$ cat config.mk
export PLATFORM = sky130hd
export DESIGN_NAME = bitfusion_psum_accum
export DESIGN_NICKNAME = d
export VERILOG_FILES = /design/src/rtl/bitfusion_pkg.sv /design/src/rtl/psum_ext_add.sv /design/src/rtl/bitfusion_psum_accum.sv
export SDC_FILE = /design/constraint.sdc
export NUM_CORES = 1
export LEC_CHECK = 0
export CORE_UTILIZATION = 45
export DETAILED_ROUTE_END_ITERATION = 8
export PLACE_DENSITY_LB_ADDON = 0.05
export SETUP_SLACK_MARGIN = 0.4
export SLEW_MARGIN = 10
export SYNTH_ARGS = -nofsm -noshare
export SYNTH_HDL_FRONTEND = slang
export SYNTH_SLANG_ARGS = --single-unit
$ cat constraint.sdc
create_clock -name CLK_125MHZ_FPGA -period 6.8 [get_ports CLK_125MHZ_FPGA]
set_input_delay 2.04 -clock CLK_125MHZ_FPGA [delete_from_list [all_inputs] [get_ports CLK_125MHZ_FPGA]]
set_output_delay 2.04 -clock CLK_125MHZ_FPGA [all_outputs]
set_load 0.02 [all_outputs]
$ cat src/rtl/bitfusion_pkg.sv
// Shared definitions for the bitfusion partial-sum datapath.
// Default widths and the accumulator FSM state encoding.
package bitfusion_pkg;

    localparam int BF_PSUM_W = 8;
    localparam int BF_ACC_W  = 16;
    localparam int BF_CNT_W  = 8;

    typedef enum logic [1:0] {
        IDLE  = 2'd0,
        ACCUM = 2'd1,
        HOLD  = 2'd2
    } bf_state_t;

endpackage

$ cat src/rtl/psum_ext_add.sv
// Sign/zero-extends a partial product to the accumulator width and adds it.
// The overflow flag follows the operand interpretation selected by is_signed.
module psum_ext_add #(
    parameter int PSUM_W = bitfusion_pkg::BF_PSUM_W,
    parameter int ACC_W  = bitfusion_pkg::BF_ACC_W
) (
    input  logic [ACC_W-1:0]  acc,
    input  logic [PSUM_W-1:0] psum,
    input  logic              is_signed,
    output logic [ACC_W-1:0]  sum,
    output logic              ovf
);

    logic [ACC_W-1:0] ext;
    logic             carry_out;
    logic             carry_into_msb;

    always_comb begin
        if (is_signed)
            ext = {{(ACC_W-PSUM_W){psum[PSUM_W-1]}}, psum};
        else
            ext = {{(ACC_W-PSUM_W){1'b0}}, psum};
        {carry_out, sum} = {1'b0, acc} + {1'b0, ext};
        // Carry into the MSB is recovered from the MSB sum bit and its operands.
        carry_into_msb = sum[ACC_W-1] ^ acc[ACC_W-1] ^ ext[ACC_W-1];
        ovf = is_signed ? (carry_into_msb ^ carry_out) : carry_out;
    end

endmodule

$ cat src/rtl/bitfusion_psum_accum.sv
// Accumulates a programmable window of partial products into a wide sum and
// hands the result downstream over a valid/ready handshake.
//
// state | meaning
// IDLE  | waiting for the first psum of a window
// ACCUM | window open, summing psums with the latched signedness
// HOLD  | result presented on acc_out/acc_ovf until acc_ready
module bitfusion_psum_accum
    import bitfusion_pkg::*;
#(
    parameter int PSUM_W = BF_PSUM_W,
    parameter int ACC_W  = BF_ACC_W,
    parameter int CNT_W  = BF_CNT_W
) (
    input  logic              CLK_125MHZ_FPGA,
    input  logic              rst_n,
    input  logic [PSUM_W-1:0] psum,
    input  logic              s_psum,
    input  logic              psum_valid,
    output logic              psum_ready,
    input  logic [CNT_W-1:0]  acc_len,
    input  logic              clr,
    output logic [ACC_W-1:0]  acc_out,
    output logic              acc_ovf,
    output logic              acc_valid,
    input  logic              acc_ready
);

    bf_state_t        state;
    logic [CNT_W-1:0] count;
    logic [CNT_W-1:0] len_lat;
    logic             s_lat;

    logic             in_hold;
    logic             accept;
    logic             start;
    logic [ACC_W-1:0] add_a;
    logic             add_signed;
    logic [ACC_W-1:0] add_sum;
    logic             add_ovf;
    logic [CNT_W-1:0] len_in;
    logic [CNT_W-1:0] cnt_nxt;

    // In HOLD, psum_ready is a combinational copy of acc_ready so a new window
    // can open in the same cycle the result is consumed.
    always_comb begin
        in_hold    = (state == HOLD);
        psum_ready = rst_n & (in_hold ? acc_ready : ~clr);
        accept     = psum_valid & psum_ready;
        start      = accept & ((state == IDLE) | in_hold);
        add_a      = start ? '0 : acc_out;
        add_signed = start ? s_psum : s_lat;
        len_in     = (acc_len == '0) ? CNT_W'(1) : acc_len;
        cnt_nxt    = count + CNT_W'(1);
    end

    psum_ext_add #(
        .PSUM_W (PSUM_W),
        .ACC_W  (ACC_W)
    ) u_ext_add (
        .acc       (add_a),
        .psum      (psum),
        .is_signed (add_signed),
        .sum       (add_sum),
        .ovf       (add_ovf)
    );

    always_ff @(posedge CLK_125MHZ_FPGA or negedge rst_n) begin
        if (!rst_n) begin
            state     <= IDLE;
            acc_out   <= '0;
            acc_ovf   <= 1'b0;
            acc_valid <= 1'b0;
            count     <= '0;
            len_lat   <= '0;
            s_lat     <= 1'b0;
        end else begin
            case (state)
                IDLE, HOLD: begin
                    if (state == IDLE && clr) begin
                        acc_out <= '0;
                        acc_ovf <= 1'b0;
                        count   <= '0;
                    end else if (start) begin
                        acc_out <= add_sum;
                        acc_ovf <= 1'b0;
                        count   <= CNT_W'(1);
                        len_lat <= len_in;
                        s_lat   <= s_psum;
                        if (len_in == CNT_W'(1)) begin
                            state     <= HOLD;
                            acc_valid <= 1'b1;
                        end else begin
                            state     <= ACCUM;
                            acc_valid <= 1'b0;
                        end
                    end else if (state == HOLD && acc_ready) begin
                        state     <= IDLE;
                        acc_valid <= 1'b0;
                    end
                end
                ACCUM: begin
                    if (clr) begin
                        state   <= IDLE;
                        acc_out <= '0;
                        acc_ovf <= 1'b0;
                        count   <= '0;
                    end else if (accept) begin
                        acc_out <= add_sum;
                        acc_ovf <= acc_ovf | add_ovf;
                        count   <= cnt_nxt;
                        if (cnt_nxt == len_lat) begin
                            state     <= HOLD;
                            acc_valid <= 1'b1;
                        end
                    end
                end
                default: begin
                    state     <= IDLE;
                    acc_valid <= 1'b0;
                end
            endcase
        end
    end

endmodule
==> impl_metrics.yaml, run 1 <==
run_status:
  outcome: "finished, final reports clean"
critical_path:
  path_class: "input port to register"
  endpoint_kind: "register"
  max_stage_delay_ns: 0.48
  cp_num_cells: 16
  worstPathMaxFanout: 17
  critPathTopFamily: "compound AO/OA/AOI/OAI gates"
  crit_required_ns: 6.97
  critPathLaunchType: "input port"
  worstRegToRegCells: 15
  arrival_ns: 5.76
  cpMaxStageDelayCell: "clkdlybuf4s50_1"
  worstPathCellList: "clkdlybuf4s50_1 -> or2_4 -> a21oi_4 -> mux2i_1 -> inv_2 -> nand2_2 -> inv_2 -> ha_1 -> a21o_1 -> a41oi_2 -> a31oi_1 -> o41ai_2 -> o21ai_1 -> xnor3_1 -> a21o_1 -> nand3_1"
  cp_num_buf_inv: 3
synth:
  ys_ff_latch: 37
  synth_cells: 325
  yosysWarningCount: 0
  synth_top_family_by_area: "compound AO/OA/AOI/OAI gates"
  ys_async_sr_fraction: 1.00
  synth.avg_cell_area_sq_um: 8.33
  synth_edf_count: 0
  ys.flop_type: "dfrtp_1"
  yosys.area_share.simple: 0.213
  synth_cell_types: 54
  synth-compound-area-share: 0.258
  yosysSeqAreaShare: 0.342
  mappedNetlistNets: 362
  syn_area_sq_mm: 0.00271
  yosys.area_share.adder: 0.0758
  synth_mux_area_frac: 0.00740
  synth_xor_area_frac: 0.0763
clocking:
  cts_buffers: 5
  cts_tree: "done"
  cts.repair.resized: 0
  clockBufferDepth: 2
  ctsHoldBuffers: 0
  clkTransAtPathRegs_ns: 0.08
  clk_latency_ns: 0.29
  htree_num_levels: 2
  post-cts-setup-buffers: 0
  cts.sinks: 37
  cts-root-buf: "clkbuf_8"
grt:
  grtUsageTotal: 0.232
  antenna_found_initial: 0
  grt_pass1_wl_mm: 11.4
  grt-ovfl-total: 0
  grt_max_degree: 35
  grt_pass1_vias: 2413
layout:
  nNetsFinal: 403
  drive_gt1_frac: 0.0654
  layout_common_cells: "nand2_1, clkdlybuf4s50_1, dfrtp_1"
  regArea_sq_um: 926
  multi_input_area_sq_mm: 0.00170
  areaGrowthSynthToFinish_pct: 22.3
  layout_commonest_cell: "nand2_1"
  layout.cells.non_filler: 439
  antenna_cells: 0
  final.fill_count: 526
  utilization: 0.587
sta:
  hold_viol: 0
  maxSlewViolCount: 0
  finalSetupViolations: 0
  clock.fmax_mhz: 179
  fin_crit_sh: 0.822
  tightest_slew_ns: 0.849
  finalClockSkew_ns: 0.00742
  fin_crit_ns: 5.59
  rsz0062_at_grt: "false"
  fin_tns_setup_ns: 0
  relSlewSlack: 0.432
routing:
  vias_per_cell: 5.65
  wl_mm: 6.63
  wire_per_inst_um: 15.1
  drtPass1Iterations: 4
  drcViolationCount: 0
  vias: 2479
  drt_iter0_drc: 123
  ant_nets: 0
power_and_ir_drop:
  leakage_nw: 1.44
  vdd_drop_max_mv: 0.213
  power_density_mw_per_mm2: 398
placed_design:
  io_buffers: 40
  place_inst: 431
  gp_congestion: 0.887
  dp_hpwl_mm: 4.97
floorplan:
  core_region_area_sq_mm: 0.00564
  die_area_sq_mm: 0.00633
  initial_core_util: 0.480
  ios: 41
  die_w_um: 79.6
  row_count: 27
  dieHeight_um: 79.6
flow_run:
  maxCapViolCount: 0
min_path:
  hold_path_depth: 2
  min_path_type: "register to register"
## power breakdown
part	leakage, nW	switching, mW	internal [mW]
Clock	0.0681	0.0856	0.146
Sequential	0.487	0.0802	0.301
Combinational	0.887	0.387	0.319
## per-stage QoR
step	instance area, sq um	total power [mW]	hold WS [ns]	setup slack, ns
6_report	3310	1.32	0.504	1.21
4_1_cts	3310	1.33	0.507	1.24
2_1_floorplan	2710	0.868	0.465	1.56
5_1_grt	3310	1.43	0.538	0.931
3_5_place_dp	3180	1.09	0.487	0.919
3_3_place_gp	3180	1.09	0.481	1.02
## flip-flops by register name, indices dropped and copies added (netlist names)
signal     flops
acc_out       16
acc_ovf        1
acc_valid      1
count          8
len_lat        8
s_lat          1
state          2
## worst register-to-register path, stage by stage, from the launching register on
cell	delay, ns
dfrtp_1	0.52
or2_4	0.33
a21oi_4	0.36
mux2i_1	0.44
inv_2	0.11
nand2_2	0.13
inv_2	0.10
ha_1	0.35
a21o_1	0.18
a41oi_2	0.19
a31oi_1	0.09
o41ai_2	0.39
o21ai_1	0.19
xnor3_1	0.25
a21o_1	0.11
nand3_1	0.05
## final timing paths
kind	endpoint	startpoint	slack (ns)
setup / recovery	acc_ovf	clr	1.21
hold / removal	len_lat[5]	len_lat[5]	0.50
setup reg to reg	acc_ovf	state[1]	2.89
hold reg to reg	len_lat[5]	len_lat[5]	0.50
max in group asynchronous	len_lat[7]	rst_n	4.49
min in group asynchronous	acc_out[14]	rst_n	1.59
## synthesized netlist by cell type, drive strengths merged, types with 2 or more instances
library cell | number | share of area
nand2 | 61 | 0.086
o21ai | 41 | 0.077
dfrtp | 37 | 0.34
nor2 | 21 | 0.029
a21oi | 17 | 0.037
and2 | 16 | 0.037
xnor2 | 15 | 0.049
ha | 14 | 0.065
nand3 | 11 | 0.020
inv | 10 | 0.014
a21o | 7 | 0.019
clkbuf | 7 | 0.0097
a22o | 6 | 0.019
xor2 | 6 | 0.019
o31ai | 5 | 0.014
a31oi | 4 | 0.0092
a211oi | 3 | 0.0083
a41oi | 3 | 0.012
nor3 | 3 | 0.0055
o211ai | 3 | 0.0083
o21a | 3 | 0.0083
a2111oi | 2 | 0.0065
and3 | 2 | 0.0046
buf | 2 | 0.0046
mux2i | 2 | 0.0074
nor4 | 2 | 0.0046
o21bai | 2 | 0.0055
or3 | 2 | 0.0046
## metal layers
metal | part of all wire | track usage | vias to the layer above
met4 | 0.0086 | 0.0709 | 0
met5 | 0 | 0 | -
met3 | 0.054 | 0.0274 | 5
li1 | - | - | 1240
met1 | 0.49 | 0.321 | 1174
met2 | 0.45 | 0.375 | 60
## cell families after synthesis
logic type               Yosys count
flip-flops                        37
multiplexers                       2
XOR/XNOR                          22
AND/OR/NAND/NOR                  124
adder cells (fa/ha/maj)           16
buffers and inverters             19
AO/OA/AOI/OAI                    105
## cell type report
type | count | area share
clock inverters | 3 | 0.0197
clock buffers | 5 | 0.0208
well taps | 72 | 0.0272
repair buffers | 43 | 0.126
inverters | 10 | 0.0113
flip-flops and latches | 37 | 0.280
multi-input cells | 269 | 0.515
Note: power is estimated with default switching activity, not from simulation.
==> run 2: changes to the inputs <==
==> constraint.sdc (replaced) <==
create_clock -name CLK_125MHZ_FPGA -period 5.2 [get_ports CLK_125MHZ_FPGA]
set_input_delay 1.56 -clock CLK_125MHZ_FPGA [delete_from_list [all_inputs] [get_ports CLK_125MHZ_FPGA]]
set_output_delay 1.56 -clock CLK_125MHZ_FPGA [all_outputs]
set_load 0.02 [all_outputs]
==> run 2 against run 1 <==
Effect of this change:
- setup slack got worse by 0.67 ns
- highest routed layer unchanged
- register-to-register slack got worse by 1.2 ns
- flip-flop and latch count unchanged
- wire length increased by 3.9%
- critical path depth decreased by 1
- sequential share of layout area decreased by 1.2 points
- cell area increased by 4.7%
- hold slack got worse by 0.0043 ns
- largest cell class unchanged
- combinational power increased by 40%
- core utilization increased by 2.7 points
- final cell count increased by 3.4%
- count of clock-buffer cells in the layout increased by 1
==> impl_metrics.yaml, run 2 (synthesis gave the netlist of run 1 again) <==
critical_path:
  path_class: "input port to register"
  critPathLaunchType: "input port"
  reg2reg_slack_ns: 1.65
  worstPathMaxFanout: 7
  crit_required_ns: 5.39
  endpoint_kind: "register"
  arrival_ns: 4.85
floorplan:
  core_region_area_sq_mm: 0.00564
  dieHeight_um: 79.6
  die_area_sq_mm: 0.00633
  initial_core_util: 0.480
  row_count: 27
  ios: 41
  die_w_um: 79.6
power_and_ir_drop:
  power_density_mw_per_mm2: 508
  vdd_drop_max_mv: 0.245
  leakage_nw: 1.51
sta:
  fin_crit_ns: 4.66
  tightest_slew_ns: 0.963
  rsz0062_at_grt: "false"
  fin_crit_sh: 0.895
  finalSetupViolations: 0
  clock.fmax_mhz: 215
  maxSlewViolCount: 0
  fin_tns_setup_ns: 0
  relSlewSlack: 0.355
  hold_viol: 0
  hold_ws_ns: 0.499
  finalClockSkew_ns: 0.00658
grt:
  grtUsageTotal: 0.238
  grt-ovfl-total: 0
  grt_use_met2: 0.358
  grt_pass1_vias: 2435
  met1_usage: 0.345
  antenna_found_initial: 0
  grt_pass1_wl_mm: 11.6
  grt_max_degree: 38
  busiest_layer: "met2"
  use_met3: 0.0354
clocking:
  clockBufferDepth: 2
  clk_latency_ns: 0.29
  ctsHoldBuffers: 0
  clkTransAtPathRegs_ns: 0.08
  cts-root-buf: "clkbuf_8"
  cts_buffers: 5
  cts_tree: "done"
  cts.sinks: 37
  htree_num_levels: 2
routing:
  drtPass1Iterations: 5
  drcViolationCount: 0
  wire_per_inst_um: 15.2
  vias: 2559
  drt_iter0_drc: 153
  wl_mm: 6.88
  vias_per_cell: 5.64
  ant_nets: 0
placed_design:
  io_buffers: 40
  gp_congestion: 0.925
  dp_hpwl_mm: 4.98
layout:
  antenna_cells: 0
  top_register: "acc_out"
  largest_reg_flops: 16
  nNetsFinal: 418
  layout_commonest_cell: "nand2_1"
  drive_gt1_frac: 0.134
  layout_common_cells: "nand2_1, clkdlybuf4s50_1, dfrtp_1"
  areaGrowthSynthToFinish_pct: 28.0
  reg.largest.list: "acc_out (16), count (8), len_lat (8)"
flow_run:
  maxCapViolCount: 0
min_path:
  min_path_type: "register to register"
run_status:
  outcome: "finished, final reports clean"
==> run 2: final cells by class <==
class	instances	area [sq um]
tap	72	90.1
inverter	10	37.5
sequential	37	926
timing repair buffer	58	531
clock buffer	6	82.6
clock inverter	2	37.5
fill	510	2180
multi-input combinational	269	1760
==> run 2: layer usage <==
metal	vias up	share of wire	routed length, um
li1	1277	-	-
met1	1213	0.50	3430
met2	65	0.44	3060
met3	4	0.049	340
met4	0	0.0071	49
met5	-	0	0
==> run 2: path summary, 6_finish.rpt <==
kind / start / endpoint / cells past startpoint
min in group asynchronous: rst_n / acc_ovf / 2
min reg2reg: len_lat[7] / len_lat[7] / 2
max: clr / acc_out[14] / 15
max reg2reg: state[1] / acc_out[14] / 14
min: len_lat[7] / len_lat[7] / 2
max in group asynchronous: rst_n / acc_out[5] / 2
==> run 2: repair_timing <==
action / CTS / global route
buffers inserted: 0 / 2
gates cloned: 0 / 0
endpoints found under the setup margin: 3 / 6
gates resized for setup: 1 / 13
pin swaps: 0 / 6
==> run 2: critical path: stages <==
cell and delay (ns):
clkdlybuf4s50_1 0.42, or2_4 0.26, a21o_2 0.25, and2_1 0.18, ha_2 0.20, fa_2 0.40, a211oi_4 0.30, o21ai_2 0.12
a211oi_2 0.29, o21ai_2 0.12, a31oi_2 0.23, or4_1 0.14, nand3_1 0.09, mux2i_1 0.13, a21o_1 0.15
==> run 2: where the power goes <==
group	switching [mW]	internal [mW]
registers	0.107	0.393
clock network	0.115	0.156
logic	0.528	0.460
==> run 2: metrics by stage <==
step	worst slack [ns]	util	power, mW	instances	cell area, sq um
finish	0.544	0.614	1.76	454	3460
CTS	0.422	0.602	1.73	452	3400
global placement	0.0962	0.580	1.45	444	3270
global route	0.391	0.614	1.90	454	3460
floorplan	0.442	-	1.14	325	2710
detailed placement	0.0452	0.580	1.45	444	3270
==> run 3: changes to the inputs <==
--- a/config.mk
+++ b/config.mk
@@ -5,9 +5,10 @@
 export SDC_FILE = /design/constraint.sdc
 export NUM_CORES = 1
 export LEC_CHECK = 0
+export ABC_AREA = 0
 export CORE_UTILIZATION = 45
 export DETAILED_ROUTE_END_ITERATION = 8
-export PLACE_DENSITY_LB_ADDON = 0.05
+export PLACE_DENSITY = 0.72
 export SETUP_SLACK_MARGIN = 0.4
 export SLEW_MARGIN = 10
 export SYNTH_ARGS = -nofsm -noshare
==> run 3 against run 2 <==
Effect of this change:
- total power is 0.45% lower
- setup slack got worse by 0.0019 ns
- final cell count is 0.66% lower
- count of clock-buffer cells in the layout unchanged
- cell area is 0.69% lower
- maximum frequency hardly changed
- critical path depth rose by 1
- critical path type unchanged
==> impl_metrics.yaml, run 3 (synthesis gave the netlist of run 1 again) <==
power_and_ir_drop:
  power_density_mw_per_mm2: 509
  vdd_drop_max_mv: 0.240
  seq_power_share: 0.286
  leakage_nw: 1.50
  p_clk_frac: 0.152
  p_int_mw: 1.01
  switching_share: 0.423
  switchingPower_mw: 0.742
  combPwrFrac: 0.562
placed_design:
  gp_congestion: 0.892
  dp_hpwl_mm: 4.88
  dp_slack_ns: 0.0999
  io_buffers: 40
sta:
  tightest_slew_ns: 0.916
  hold_ws_ns: 0.505
  setup_ws_ns: 0.542
  finalClockSkew_ns: 0.00190
  finalSetupViolations: 0
  hold_viol: 0
  fin_crit_sh: 0.896
  relSlewSlack: 0.387
  fin_tns_setup_ns: 0
  fin_crit_ns: 4.66
  maxSlewViolCount: 0
  rsz0062_at_grt: "false"
  clock.fmax_mhz: 215
clocking:
  cts-root-buf: "clkbuf_8"
  cts.sinks: 37
  cts_buffers: 5
  clkTransAtPathRegs_ns: 0.08
  htree_num_levels: 2
  ctsHoldBuffers: 0
  clk_latency_ns: 0.29
  cts_tree: "done"
  post-cts-setup-buffers: 0
  clockBufferDepth: 2
layout:
  largest_reg_flops: 16
  antenna_cells: 0
  top_register: "acc_out"
  utilization: 0.610
  drive_gt1_frac: 0.119
  reg.largest.list: "acc_out (16), count (8), len_lat (8)"
  layout_commonest_cell: "nand2_1"
  layout_common_cells: "nand2_1, clkdlybuf4s50_1, dfrtp_1"
  areaGrowthSynthToFinish_pct: 27.1
  nNetsFinal: 415
routing:
  wl_mm: 6.71
  drtPass1Iterations: 4
  ant_nets: 0
  wire_per_inst_um: 14.9
  drt_iter0_drc: 127
  vias: 2562
  drcViolationCount: 0
  vias_per_cell: 5.68
grt:
  grt_max_degree: 39
  grt-ovfl-total: 0
  grt_pass1_vias: 2381
  antenna_found_initial: 0
  grt_pass1_wl_mm: 11.2
  grtUsageTotal: 0.229
run_status:
  outcome: "finished, final reports clean"
critical_path:
  endpoint_kind: "register"
  path_class: "input port to register"
  crit_required_ns: 5.39
  worstRegToRegCells: 15
  max_stage_delay_ns: 0.42
  cpMaxStageDelayCell: "clkdlybuf4s50_1"
  critPathLaunchType: "input port"
  worstPathMaxFanout: 19
  arrival_ns: 4.85
  worstPathCellList: "clkdlybuf4s50_1 -> or2_4 -> a21o_1 -> buf_12 -> and2_1 -> ha_1 -> fa_2 -> a211oi_2 -> o21ai_1 -> a211oi_2 -> o21ai_1 -> a31oi_2 -> or4_1 -> nand3_1 -> mux2i_1 -> a21o_1"
floorplan:
  die_w_um: 79.6
  core_region_area_sq_mm: 0.00564
  initial_core_util: 0.480
  row_count: 27
  ios: 41
  die_area_sq_mm: 0.00633
  dieHeight_um: 79.6
flow_run:
  maxCapViolCount: 0
min_path:
  hold_path_depth: 2
  min_path_type: "register to register"
[run 3: cell count changes in the layout (fill, tap and decap cells not counted), moves of 2 or more]
cell | previous run | this run
o21ai_1 | 2 | 4
o21ai_2 | 4 | 2
buf_4 | 18 | 14
a2111oi_0 | 2 | 0
[run 3: metal layers]
layer	share of wire	global-route usage	wire [um]	vias up
met3	0.046	0.0320	309	7
li1	-	-	-	1266
met1	0.49	0.322	3270	1219
met5	0	0	0	-
met2	0.45	0.356	3040	70
met4	0.015	0.0836	98	0
[run 3: power by group through the flow]
stage,clock (mW),combinational [mW],sequential (mW)
global route,0.280,1.09,0.518
detailed placement,0,0.949,0.506
floorplan,0,0.597,0.538
CTS,0.270,0.959,0.501
global placement,0,0.936,0.503
finish,0.266,0.985,0.500
[run 3: final cells by class]
type	count	area [sq um]
timing repair buffer	55	520
inverter	10	37.5
clock inverter	2	37.5
fill	505	2200
sequential	37	926
multi-input combinational	269	1750
tap	72	90.1
clock buffer	6	82.6
[run 3: worst paths after layout]
kind / to / startpoint / slack (ns)
worst max-delay path: acc_out[14] / clr / 0.54
worst min-delay path: len_lat[6] / len_lat[6] / 0.50
worst max register to register: acc_out[14] / state[1] / 1.64
worst min register to register: len_lat[6] / len_lat[6] / 0.50
max in group asynchronous: acc_out[13] / rst_n / 3.48
min in group asynchronous: acc_out[15] / rst_n / 1.37
[run 3: metrics by stage]
step                      instances  cell area (sq um)  total power [mW]
after floorplan                 325               2710              1.14
after CTS                       451               3400              1.73
final                           451               3440              1.75
after global placement          443               3280              1.44
after detailed placement        443               3280              1.46
after global routing            451               3440              1.88
[run 3: critical path: cells and delay by family]
kind	cells	cell delay (ns)
multiplexers	1	0.13
AO/OA/AOI/OAI	7	1.34
AND/OR/NAND/NOR	4	0.61
buffers and inverters	2	0.57
adder cells (fa/ha/maj)	2	0.62
[run 3: repair_timing]
action,in CTS,in global routing
endpoints found under the setup margin,1,4
gates resized for setup,1,11
pin swaps,0,2
==> patch 1: new RTL, config.mk and constraints of run 1 <==
Put one more register stage on the output `acc_ovf`, with the module's reset. The value now appears one clock later. The other outputs are not delayed to match.
--- a/src/rtl/bitfusion_psum_accum.sv
+++ b/src/rtl/bitfusion_psum_accum.sv
@@ -25,6 +25,8 @@
     output logic              acc_valid,
     input  logic              acc_ready
 );
+
+    logic acc_ovf_s0;
 
     bf_state_t        state;
     logic [CNT_W-1:0] count;
@@ -69,7 +71,7 @@
         if (!rst_n) begin
             state     <= IDLE;
             acc_out   <= '0;
-            acc_ovf   <= 1'b0;
+            acc_ovf_s0 <= 1'b0;
             acc_valid <= 1'b0;
             count     <= '0;
             len_lat   <= '0;
@@ -79,11 +81,11 @@
                 IDLE, HOLD: begin
                     if (state == IDLE && clr) begin
                         acc_out <= '0;
-                        acc_ovf <= 1'b0;
+                        acc_ovf_s0 <= 1'b0;
                         count   <= '0;
                     end else if (start) begin
                         acc_out <= add_sum;
-                        acc_ovf <= 1'b0;
+                        acc_ovf_s0 <= 1'b0;
                         count   <= CNT_W'(1);
                         len_lat <= len_in;
                         s_lat   <= s_psum;
@@ -103,11 +105,11 @@
                     if (clr) begin
                         state   <= IDLE;
                         acc_out <= '0;
-                        acc_ovf <= 1'b0;
+                        acc_ovf_s0 <= 1'b0;
                         count   <= '0;
                     end else if (accept) begin
                         acc_out <= add_sum;
-                        acc_ovf <= acc_ovf | add_ovf;
+                        acc_ovf_s0 <= acc_ovf_s0 | add_ovf;
                         count   <= cnt_nxt;
                         if (cnt_nxt == len_lat) begin
                             state     <= HOLD;
@@ -123,4 +125,12 @@
         end
     end
 
+    always_ff @(posedge CLK_125MHZ_FPGA or negedge rst_n) begin
+        if (!rst_n) begin
+            acc_ovf <= '0;
+        end else begin
+            acc_ovf <= acc_ovf_s0;
+        end
+    end
+
 endmodule
Behaviour: same outputs for any inputs over 10 cycles, from zero or initial values and one cycle with rst_n low; that may be too few to reach the edited logic, so the function may still have changed.
==> patch 1 against run 1 <==
Final area fell by 1.9%. Maximum frequency fell by 4.4%. Setup slack got worse by 260 ps. Power fell by 30%. Synthesized area rose by 0.18%. Critical path type unchanged. Wire length fell by 0.60%. Largest cell class unchanged. Sequential cell count rose by 1. Via count fell by 0.93%. Highest routed layer unchanged.
==> patch 1: results (changes against run 1) <==
maximum vdd drop: 123 uV (-42%)
post-synthesis mux area share: 0.00784 (+0.000448)
post-synthesis adder-cell area fraction: 0.0720 (-0.00383)
critical path data arrival time: 6020 ps (+260 ps)
WL/cell: 15.1 um (about the same)
Final #Nets: 400 (-0.74%)
sequential share of the synthesized area: 0.351 (+0.00860)
layout cell share with drive strength beyond 1: 0.0604 (-0.00496)
Commonest cells post-synth: nand2_1 (61), dfrtp_1 (38), o21ai_0 (36), nand3_1 (24), xnor2_1 (19)
Signal buffers: 41 (-4.7%)
fraction of cell area in non-clock buffers: 0.124 (-0.00219)
outcome: finished, final reports clean
total track usage: 0.231 (-0.000956)
leakage power total: 1.50 nW (+4.1%)
Vias/cell: 5.63 (-0.25%)
sequential cell area share: 0.293 (+0.0131)
XOR/XNOR share of the synthesized area: 0.0969 (+0.0206)
Netlist cell types: 53 (-1.9%)
worst reg-to-reg path cell count: 14 (-1)
CP max FO: 33 (+16)
syn_nets: 363 (+0.28%)
DP Wirelength: 4.68 mm (-5.8%)
placed cells: 428 (-0.70%)
initial detailed-routing violation count: 163 (+33%)
first-pass GRT wire length: 11.2 mm (-1.3%)
slew margin rel.: 0.392 (-0.0394)
RD Place Congestion: 0.788 (-11%)
Synth Area in Compound Gates: 0.212 (-0.0457)
## patch 1: cell count changes after synthesis, moves of 3 or more
cell | run 1 | this run
a22o_1 | 6 | 1
o31ai_1 | 5 | 1
xnor2_1 | 15 | 19
nand3_1 | 11 | 24
xor2_1 | 6 | 11
nor2_1 | 21 | 15
o21ai_1 | 4 | 0
a21o_1 | 7 | 3
o211ai_1 | 3 | 0
nand2b_1 | 1 | 4
## patch 1: metrics by stage
step	worst slack (ps)	area [um2]	util
after CTS	975	3250	0.576
after detailed placement	702	3160	0.559
after global placement	772	3160	0.559
after global routing	720	3250	0.576
after floorplan	1520	2710	-
final	954	3250	0.576
## patch 1: routing by layer
layer	global-route usage	wire length, um	up-vias	part of all wire
met5	0	0	-	0
met4	0.0673	58	0	0.0088
met3	0.0320	313	5	0.048
met2	0.333	2840	57	0.43
met1	0.353	3370	1166	0.51
li1	-	-	1228	-
## patch 1: worst paths after layout
check                                 from          end  slack (ps)
worst max-delay path                   clr   acc_ovf_s0         950
worst min register to register  acc_ovf_s0      acc_ovf         410
min in group asynchronous            rst_n  acc_out[10]        1820
worst min-delay path            acc_ovf_s0      acc_ovf         410
worst max register to register    state[1]   acc_ovf_s0        2710
max in group asynchronous            rst_n   len_lat[5]        4620
## patch 1: worst max-delay path, cell delays in order
cell and delay, ps:
clkdlybuf4s50_1 490, or2_4 290, a211o_2 540, and2_1 260, ha_1 200, fa_1 420
a211oi_1 300, o21ai_0 190, a31oi_1 320, o21ai_0 200, a31oi_4 250, o21ai_2 100
a31oi_1 230, a211o_1 130, nand3_1 50
## patch 1: where the power goes
part           total [W]  switching (W)  leakage (nW)  internal (W)
registers       0.000335      0.0000554         0.504      0.000280
logic           0.000425       0.000235         0.949      0.000190
clock network   0.000164      0.0000824        0.0482     0.0000819
==> patch 2: new RTL, settings of run 1 <==
Without the edit above. Set the package constant `BF_PSUM_W` to 6 (it was 8).
--- a/src/rtl/bitfusion_pkg.sv
+++ b/src/rtl/bitfusion_pkg.sv
@@ -2,7 +2,7 @@
 // Default widths and the accumulator FSM state encoding.
 package bitfusion_pkg;
 
-    localparam int BF_PSUM_W = 8;
+    localparam int BF_PSUM_W = 6;
     localparam int BF_ACC_W  = 16;
     localparam int BF_CNT_W  = 8;
 
Ports: changed (resized psum); port bits go from 41 to 39. The function was not compared with the original's and may differ.
==> patch 2 against run 1 <==
Core utilization fell by 2.3 points. Power decreased by 31%. Maximum frequency down 1.7%. Wire length increased by 6.7%. Count of clock-buffer cells in the layout increased by 2. Setup slack worse by 95 ps. Non-clock buffer count is 1 lower. Synthesized cell count increased by 3.4%. Synthesized area rose by 4.3%. Sequential share of layout area down 0.55 points. Sequential cell count stayed put. Final area up 2.0%. Sequential power is 19% lower.
==> patch 2: results (changes against run 1) <==
RR Endpoint: acc_out[12]
WHS: 497 ps (-6.67 ps)
first-pass GRT wire length: 11.5 mm (+0.84%)
CP max FO: 27 (+10)
worst reg-to-reg path cell count: 14 (-1)
DP Wirelength: 5.16 mm (+3.7%)
Vias: 2,568 (+3.6%)
layout cell share with drive strength beyond 1: 0.0836 (+0.0182)
placed cells: 438 (+1.6%)
Netlist cell types: 66 (+22%)
Final Skew: 3.69 ps (-3.72 ps)
pre-CTS setup slack: 842 ps (-77.6 ps)
Commonest cells post-synth: nand2_1 (53), dfrtp_1 (37), o21ai_0 (28), and2_1 (16), nor2_1 (16)
maximum vdd drop: 153 uV (-28%)
sequential share of the synthesized area: 0.328 (-0.0141)
outcome: finished, final reports clean
initial antenna violation count: 0 (unchanged)
RD Place Congestion: 0.887 (about the same)
antenna diode count: 0 (unchanged)
Worst-path clk slew: 70 ps
post-CTS setup buffers: 0 (unchanged)
DP Area: 3260 um2 (+2.6%)
slew margin rel.: 0.560 (+0.129)
final WL: 7.07 mm (+6.7%)
Avg Cell Area, Syn: 8.40 um2 (+0.88%)
Vias/cell: 5.76 (+2.0%)
Fill cells: 585 (+11%)
port bufs: 38 (-5.0%)
syn_nets: 370 (+2.2%)
pin count of the biggest net entering global routing: 40 (+14%)
FFs w/ async S/R, synth: 1.00 (unchanged)
total track usage: 0.228 (-0.00376)
Hold Path Class: flop to flop
Final #Nets: 404 (+0.25%)
Worst-Skew Late Latency: 290 ps (about the same)
top_reg_cell synth: dfrtp_1
ranking of synthesized cells by area: dfrtp_1 (33%), nand2_1 (7.0%), ha_1 (5.8%), o21ai_0 (5.0%), xnor2_1 (4.3%)
critical path data arrival time: 5860 ps (+100 ps)
Hold Startpoint: len_lat[5]
clk buf depth: 2 (unchanged)
Num CTS Buffers: 5 (unchanged)
vias in the first global route: 2,384 (-1.2%)
FF-to-FF Start: state[0]
CP max stage delay: 530 ps (+50 ps)
leakage power total: 1.49 nW (+3.0%)
biggest regs: acc_out: 16 flops, count: 8 flops, len_lat: 8 flops
First-pass DRT Iterations: 4 (unchanged)
initial detailed-routing violation count: 142 (+15%)
final setup fails: 0 (unchanged)
[patch 2: kinds of logic after synthesis]
logic type,Yosys count,share of synthesized area
xor gates and xnor gates,26,0.0855
and+or+nand+nor,134,0.234
AOI/OAI and AO/OA,100,0.246
DFF,37,0.328
buffers and inverters,23,0.0341
adders and majority gates,15,0.0687
muxes,1,0.00355
[patch 2: how the worst max path moves through the flow]
stage | slack [ps] | cells after the start | startpoint | end
after floorplan | 1610 | 16 | clr | acc_ovf
after global placement | 900 | 15 | clr | acc_out[12]
after detailed placement | 840 | 15 | clr | acc_out[12]
after CTS | 1130 | 15 | clr | acc_out[12]
after global routing | 880 | 15 | clr | acc_out[12]
final | 1120 | 15 | clr | acc_out[12]
[patch 2: worst min-delay path, delay by kind of cell, from the launching register on]
family,cells,cell delay (ps)
flops,1,360
simple gates,2,110
[patch 2: report_power, final]
group          internal, W  total (W)  switching, W
Clock             0.000120   0.000200     0.0000804
Combinational     0.000193   0.000401      0.000208
Sequential        0.000261   0.000308     0.0000465
Total             0.000574   0.000909      0.000335
[patch 2: metal layers]
layer,wire [um],track usage,vias up
li1,-,-,1280
met1,3420,0.312,1228
met5,0,0,-
met4,104,0.0643,0
met3,241,0.0371,11
met2,3300,0.369,49
[patch 2: final cells by class]
cell class              instances  area share
inverters                       8     0.00890
well taps                      75      0.0278
clock buffers                   7      0.0256
clock inverters                 1     0.00890
flip-flops and latches         37       0.274
multi-input cells             276       0.534
repair buffers                 42       0.120
[patch 2: stage by stage]
stage | util | total power (W)
2_1_floorplan | - | 0.000582
3_3_place_gp | 0.544 | 0.000711
3_5_place_dp | 0.544 | 0.000711
4_1_cts | 0.563 | 0.000918
5_1_grt | 0.563 | 0.000972
6_report | 0.563 | 0.000909
